### src/rtl/dispatch_queue_pkg.sv
// dispatch_queue shared definitions: widths, packet types, lane helpers.
// Imported by the queue, its interface and the bench.
package dispatch_queue_pkg;

    localparam int N_WAY    = 2;
    localparam int DQ_DEPTH = 8;
    localparam int XLEN     = 32;

    localparam int PTR_W = $clog2(DQ_DEPTH);
    localparam int CNT_W = PTR_W + 1;
    localparam int NUM_W = $clog2(N_WAY) + 1;

    typedef struct packed {
        logic            valid;
        logic [XLEN-1:0] pc;
        logic [31:0]     inst;
    } DISPATCH_PACKET;

    typedef struct packed {
        DISPATCH_PACKET pkt;
        logic           branch;
    } DQ_ENTRY;

    // Number of consecutive ones starting at lane 0.
    function automatic logic [NUM_W-1:0] prefix_count(
        input logic [N_WAY-1:0] mask
    );
        logic [NUM_W-1:0] n;
        logic             run;
        n   = '0;
        run = 1'b1;
        for (int i = 0; i < N_WAY; i++) begin
            run = run & mask[i];
            n   = n + NUM_W'(run);
        end
        return n;
    endfunction

endpackage

### src/rtl/dispatch_queue_if.sv
// Fetch-side and ROB-side signals of the dispatch queue.
// master drives fetch/dispatched/flush; slave is the queue.
interface dispatch_queue_if;
    import dispatch_queue_pkg::*;

    DISPATCH_PACKET [N_WAY-1:0] fetch_packet;
    logic [N_WAY-1:0]           fetch_branch;
    logic [N_WAY-1:0]           fetch_valid;
    logic                       fetch_ready;
    DISPATCH_PACKET [N_WAY-1:0] dispatch_packet;
    logic [N_WAY-1:0]           branch_inst;
    logic [NUM_W-1:0]           dispatch_num;
    logic [N_WAY-1:0]           dispatched;
    logic                       branch_haz;
    logic [CNT_W-1:0]           dq_count;

    modport master (
        output fetch_packet, fetch_branch, fetch_valid,
        output dispatched, branch_haz,
        input  fetch_ready, dispatch_packet, branch_inst,
        input  dispatch_num, dq_count
    );

    modport slave (
        input  fetch_packet, fetch_branch, fetch_valid,
        input  dispatched, branch_haz,
        output fetch_ready, dispatch_packet, branch_inst,
        output dispatch_num, dq_count
    );

endinterface

### src/rtl/dispatch_queue.sv
// In-order circular dispatch queue between decode and rename/ROB.
// All outputs derive from registered state only.
module dispatch_queue
    import dispatch_queue_pkg::*;
(
    input logic             clock,
    input logic             reset,
    dispatch_queue_if.slave dq
);

    DQ_ENTRY          mem [DQ_DEPTH];
    logic [PTR_W-1:0] head;
    logic [PTR_W-1:0] tail;
    logic [CNT_W-1:0] count;

    logic [N_WAY-1:0] lane_valid;
    logic [PTR_W-1:0] rd_idx [N_WAY];
    logic [NUM_W-1:0] push_n;
    logic [NUM_W-1:0] pop_n;

    always_comb begin
        for (int i = 0; i < N_WAY; i++) begin
            lane_valid[i] = CNT_W'(i) < count;
            rd_idx[i]     = head + PTR_W'(i);
        end
    end

    always_comb begin
        for (int i = 0; i < N_WAY; i++) begin
            dq.dispatch_packet[i]       = mem[rd_idx[i]].pkt;
            dq.dispatch_packet[i].valid = lane_valid[i];
            dq.branch_inst[i]           = mem[rd_idx[i]].branch
                                          & lane_valid[i];
        end
    end

    assign dq.fetch_ready  = count <= CNT_W'(DQ_DEPTH - N_WAY);
    assign dq.dq_count     = count;
    assign dq.dispatch_num = (count >= CNT_W'(N_WAY))
                             ? NUM_W'(N_WAY) : NUM_W'(count);

    assign push_n = (dq.fetch_ready && !dq.branch_haz)
                    ? prefix_count(dq.fetch_valid) : '0;
    assign pop_n  = dq.branch_haz
                    ? '0 : prefix_count(dq.dispatched & lane_valid);

    // Storage is not reset; count alone decides what is live.
    always_ff @(posedge clock) begin
        if (!reset) begin
            for (int i = 0; i < N_WAY; i++) begin
                if (NUM_W'(i) < push_n) begin
                    mem[tail + PTR_W'(i)] <= '{
                        pkt:    dq.fetch_packet[i],
                        branch: dq.fetch_branch[i]
                    };
                end
            end
        end
    end

    always_ff @(posedge clock) begin
        if (reset || dq.branch_haz) begin
            head  <= '0;
            tail  <= '0;
            count <= '0;
        end else begin
            head  <= head + PTR_W'(pop_n);
            tail  <= tail + PTR_W'(push_n);
            count <= count + CNT_W'(push_n) - CNT_W'(pop_n);
        end
    end

    // ROB-side protocol: dispatched must be a prefix of valid lanes.
    always_ff @(posedge clock) begin
        if (!reset && !dq.branch_haz) begin
            assert ((dq.dispatched & ~lane_valid) == '0)
                else $error("dispatched on invalid lane %b", dq.dispatched);
            assert (NUM_W'($countones(dq.dispatched))
                    == prefix_count(dq.dispatched))
                else $error("dispatched not a prefix %b", dq.dispatched);
        end
    end

endmodule

### src/flat_wrapper.sv
// flat-port wrapper written by rule: the top's interface ports become plain ports
module dispatch_queue_flat import dispatch_queue_pkg::*;
  (clock, reset, dq_fetch_packet, dq_fetch_branch, dq_fetch_valid, dq_dispatched, dq_branch_haz, dq_fetch_ready, dq_dispatch_packet, dq_branch_inst, dq_dispatch_num, dq_dq_count);
  dispatch_queue_if dq_i ();
  input logic clock;
  input logic reset;
  input wire logic [$bits(dq_i.fetch_packet)-1:0] dq_fetch_packet;
  input wire logic [$bits(dq_i.fetch_branch)-1:0] dq_fetch_branch;
  input wire logic [$bits(dq_i.fetch_valid)-1:0] dq_fetch_valid;
  input wire logic [$bits(dq_i.dispatched)-1:0] dq_dispatched;
  input wire logic [$bits(dq_i.branch_haz)-1:0] dq_branch_haz;
  output wire logic [$bits(dq_i.fetch_ready)-1:0] dq_fetch_ready;
  output wire logic [$bits(dq_i.dispatch_packet)-1:0] dq_dispatch_packet;
  output wire logic [$bits(dq_i.branch_inst)-1:0] dq_branch_inst;
  output wire logic [$bits(dq_i.dispatch_num)-1:0] dq_dispatch_num;
  output wire logic [$bits(dq_i.dq_count)-1:0] dq_dq_count;
  assign dq_i.fetch_packet = dq_fetch_packet;
  assign dq_i.fetch_branch = dq_fetch_branch;
  assign dq_i.fetch_valid = dq_fetch_valid;
  assign dq_i.dispatched = dq_dispatched;
  assign dq_i.branch_haz = dq_branch_haz;
  assign dq_fetch_ready = dq_i.fetch_ready;
  assign dq_dispatch_packet = dq_i.dispatch_packet;
  assign dq_branch_inst = dq_i.branch_inst;
  assign dq_dispatch_num = dq_i.dispatch_num;
  assign dq_dq_count = dq_i.dq_count;
  dispatch_queue u_core (.clock(clock), .reset(reset), .dq(dq_i));
endmodule
### config.mk
export PLATFORM = sky130hd
export DESIGN_NAME = dispatch_queue_flat
export DESIGN_NICKNAME = d
export VERILOG_FILES = /design/src/rtl/dispatch_queue_pkg.sv /design/src/rtl/dispatch_queue_if.sv /design/src/rtl/dispatch_queue.sv /design/src/flat_wrapper.sv
export SDC_FILE = /design/constraint.sdc
export NUM_CORES = 1
export LEC_CHECK = 0
export ABC_AREA = 1
export CAP_MARGIN = 20
export CELL_PAD_IN_SITES_DETAIL_PLACEMENT = 1
export CELL_PAD_IN_SITES_GLOBAL_PLACEMENT = 1
export CORE_MARGIN = 10
export CORE_UTILIZATION = 41
export CTS_BUF_LIST = sky130_fd_sc_hd__clkbuf_8
export DETAILED_ROUTE_END_ITERATION = 12
export GPL_TIMING_DRIVEN = 0
export HOLD_SLACK_MARGIN = 0.1
export PLACE_DENSITY = 0.83
export SLEW_MARGIN = 20
export SYNTH_ARGS = -nofsm -noshare
export SYNTH_HDL_FRONTEND = slang
export SYNTH_SLANG_ARGS = --single-unit
### constraint.sdc
create_clock -name clock -period 6.25 [get_ports clock]
set_clock_uncertainty 0.15 [all_clocks]
set_input_delay 1.875 -clock clock [delete_from_list [all_inputs] [get_ports clock]]
set_output_delay 1.875 -clock clock [all_outputs]
set_load 0.01 [all_outputs]
==> run metrics <==
status=completed; synth warn=0; CTS max path bufs=3; antenna viol nets, final=0; Synth Cell Area=35900 µm²; Worst slew margin=0.221; Synthesized Nets=4680; worst skew pair latency=0.75 ns; post-route cell area=42200 µm²; clock slew at reported path FFs=0.06 ns; postcts setup bufs=0; Unique masters post-synth=37; Tot Pwr=8.97 mW; CP Max Fanout=10; Max Slew Vio Count=0; share of layout cells above drive strength 1=0.0941; unrepaired setup endpoints after global routing=false; aggregate global-route resource usage=0.324; die area=99700 µm²; count leader, synth=nand2_1; leakage power=15.5 nW; first-pass GRT wire length=245000 µm; MaxCap Viol Count=0; iteration-0 DRC count of the detailed router=4175; Final setup viols=0; critical path type=reg -> out; Hold Path Class=reg -> reg; number of synthesized flops with an enable pin=520; vias per cell=6.21; Area Growth Syn to Fin=17.6%; part of the Yosys area used for sequential elements=0.441; Rows=108; largest net degree at the start of global routing=21; CP required=4.22 ns; Die X=316 µm; post-route DRC violation count=0; detailed-placement wirelength estimate=125000 µm; H-tree lvl count=3; Tmin final=6.25 ns; Avg WL per Cell=27.5 µm; Worst VDD drop=140 µV; dominant cells by area after synthesis=edfxtp_1, o21bai_1, o21ai_0; CORE AREA=86800 µm²; fill count=10.6k; Cells after DPL=5920; clock sink count=530; routed vias=38.0k; router iterations before antenna repair=6; commonest cells in the netlist=nand2_1, o21ai_0, nand3_1, edfxtp_1, o21bai_1; Synth Instances=4527; WL final=168000 µm; Synth Flop Type=edfxtp_1; I/O pin count=278; RD Place Congestion=0.943; Port Buf Inserts=210; crit share post-route=1.00; Setup crit start kind=flip-flop; asr flop ratio synth=0; crit end category=output port; antenna violations before repair=12; Final Hold Fails=0; maximum clock rate=160 MHz; fin cells=6118; power density cells=213 nW/µm²; number of synthesized register bits=530; CTS tree=yes; synthesized area per cell=7.92 µm²; nets=5020; cell taking the most area after synthesis=edfxtp_1; Min Hold Slack=0.518 ns; worst slew pin tran=1.17 ns; top cell type's share of synthesized area=0.435; Placed Area=40300 µm²; number of global-route vias before repair=39.0k; CP arrival=4.22 ns; Clock Tree Root=clkbuf_8; Starting Density=0.413; gr ovfl total=0; Num CTS Buffers=100; chip height=316 µm
## cell families (layout without fill, tap and decap cells)
kind of cell | Yosys count | after routing | share of synthesized area
xor+xnor | 5 | 5 | 0.00174
fa+ha+maj | 14 | 14 | 0.00572
compound gates | 1632 | 1632 | 0.269
other cells | 0 | 12 | 0
flops | 530 | 530 | 0.441
simple gates | 1553 | 1553 | 0.184
buf+inv | 793 | 1217 | 0.0981
## per-stage QoR
stage	utilization	setup WS (ns)	TNS, ns
4_1_cts	0.486	0.0284	0
5_1_grt	0.486	0.00883	0
3_3_place_gp	0.454	-3.91	-1944.77
2_1_floorplan	-	-0.171	-88.85
3_5_place_dp	0.464	0.625	0
6_report	0.486	0.000135	0
## power breakdown
group / internal, mW / switching (mW) / leakage (nW) / total (mW)
Clock: 1.65 / 1.71 / 1.04 / 3.36
Combinational: 0.587 / 1.05 / 9.67 / 1.64
Sequential: 3.95 / 0.0173 / 4.77 / 3.97
## flip-flops by register name (all words and copies together), names as in the netlist
register            flops
u_core.head             3
u_core.mem            520
u_core.tail             3
u_core.dq.dq_count      4
## worst max-delay path, cell delays in order (launching register included)
cell	delay [ns]
dfxtp_1	0.34
buf_2	0.28
clkbuf_1	0.88
clkbuf_1	0.65
o21ai_0	0.18
o21ai_0	0.38
nand2_1	0.09
nand2_1	0.13
clkdlybuf4s50_1	0.55
## final cells by class
type	count	area (µm²)	share of cell area
tap	1155	1450	0.0343
clock inverter	83	428	0.0102
multi-input combinational	3204	16600	0.395
clock buffer	103	1420	0.0336
sequential	530	15800	0.375
antenna	12	30.0	0.000712
buffer	496	2410	0.0572
inverter	297	1110	0.0264
timing repair buffer	238	2860	0.0678
## worst paths after layout
path / from / cells past startpoint / slack [ns] / endpoint
min reg2reg: u_core.tail[2] / 3 / 0.52 / u_core.tail[2]
max: u_core.head[1] / 8 / 0.0001 / dq_dispatch_packet[58]
max reg2reg: u_core.dq.dq_count[3] / 12 / 2.28 / u_core.mem[5][23]
min: u_core.tail[2] / 3 / 0.52 / u_core.tail[2]
## placed cells by master, fill, tap and decap left out, types with 12 or more instances in the layout
cell type and count:
a21oi_1 325, buf_1 72, buf_16 27, buf_2 224, buf_4 52, clkbuf_1 129, clkbuf_8 103, clkdlybuf4s50_1 210
clkinv_1 37, clkinv_2 12, diode_2 12, edfxtp_1 520, inv_1 316, nand2_1 732, nand3_1 599, nor2_1 212
o21a_1 64, o21ai_0 627, o21ai_1 85, o21bai_1 520
## layer usage
metal	part of all wire	wire, µm	track usage	vias to the layer above
li1	-	-	-	16452
met4	0.065	10900	0.208	4
met2	0.48	80500	0.541	2352
met3	0.095	16000	0.0714	575
met5	0.00016	27	0	-
met1	0.36	60700	0.373	18636
## timing repair
| item | 4_1_cts | 5_1_grt |
|---|---|---|
| hold endpoints to repair | 0 | 0 |
| hold buffers | 0 | 0 |
| setup endpoints to repair | 0 | 16 |
| resized for setup | 0 | 4 |
No activity file was read; power rests on OpenSTA's default activity.
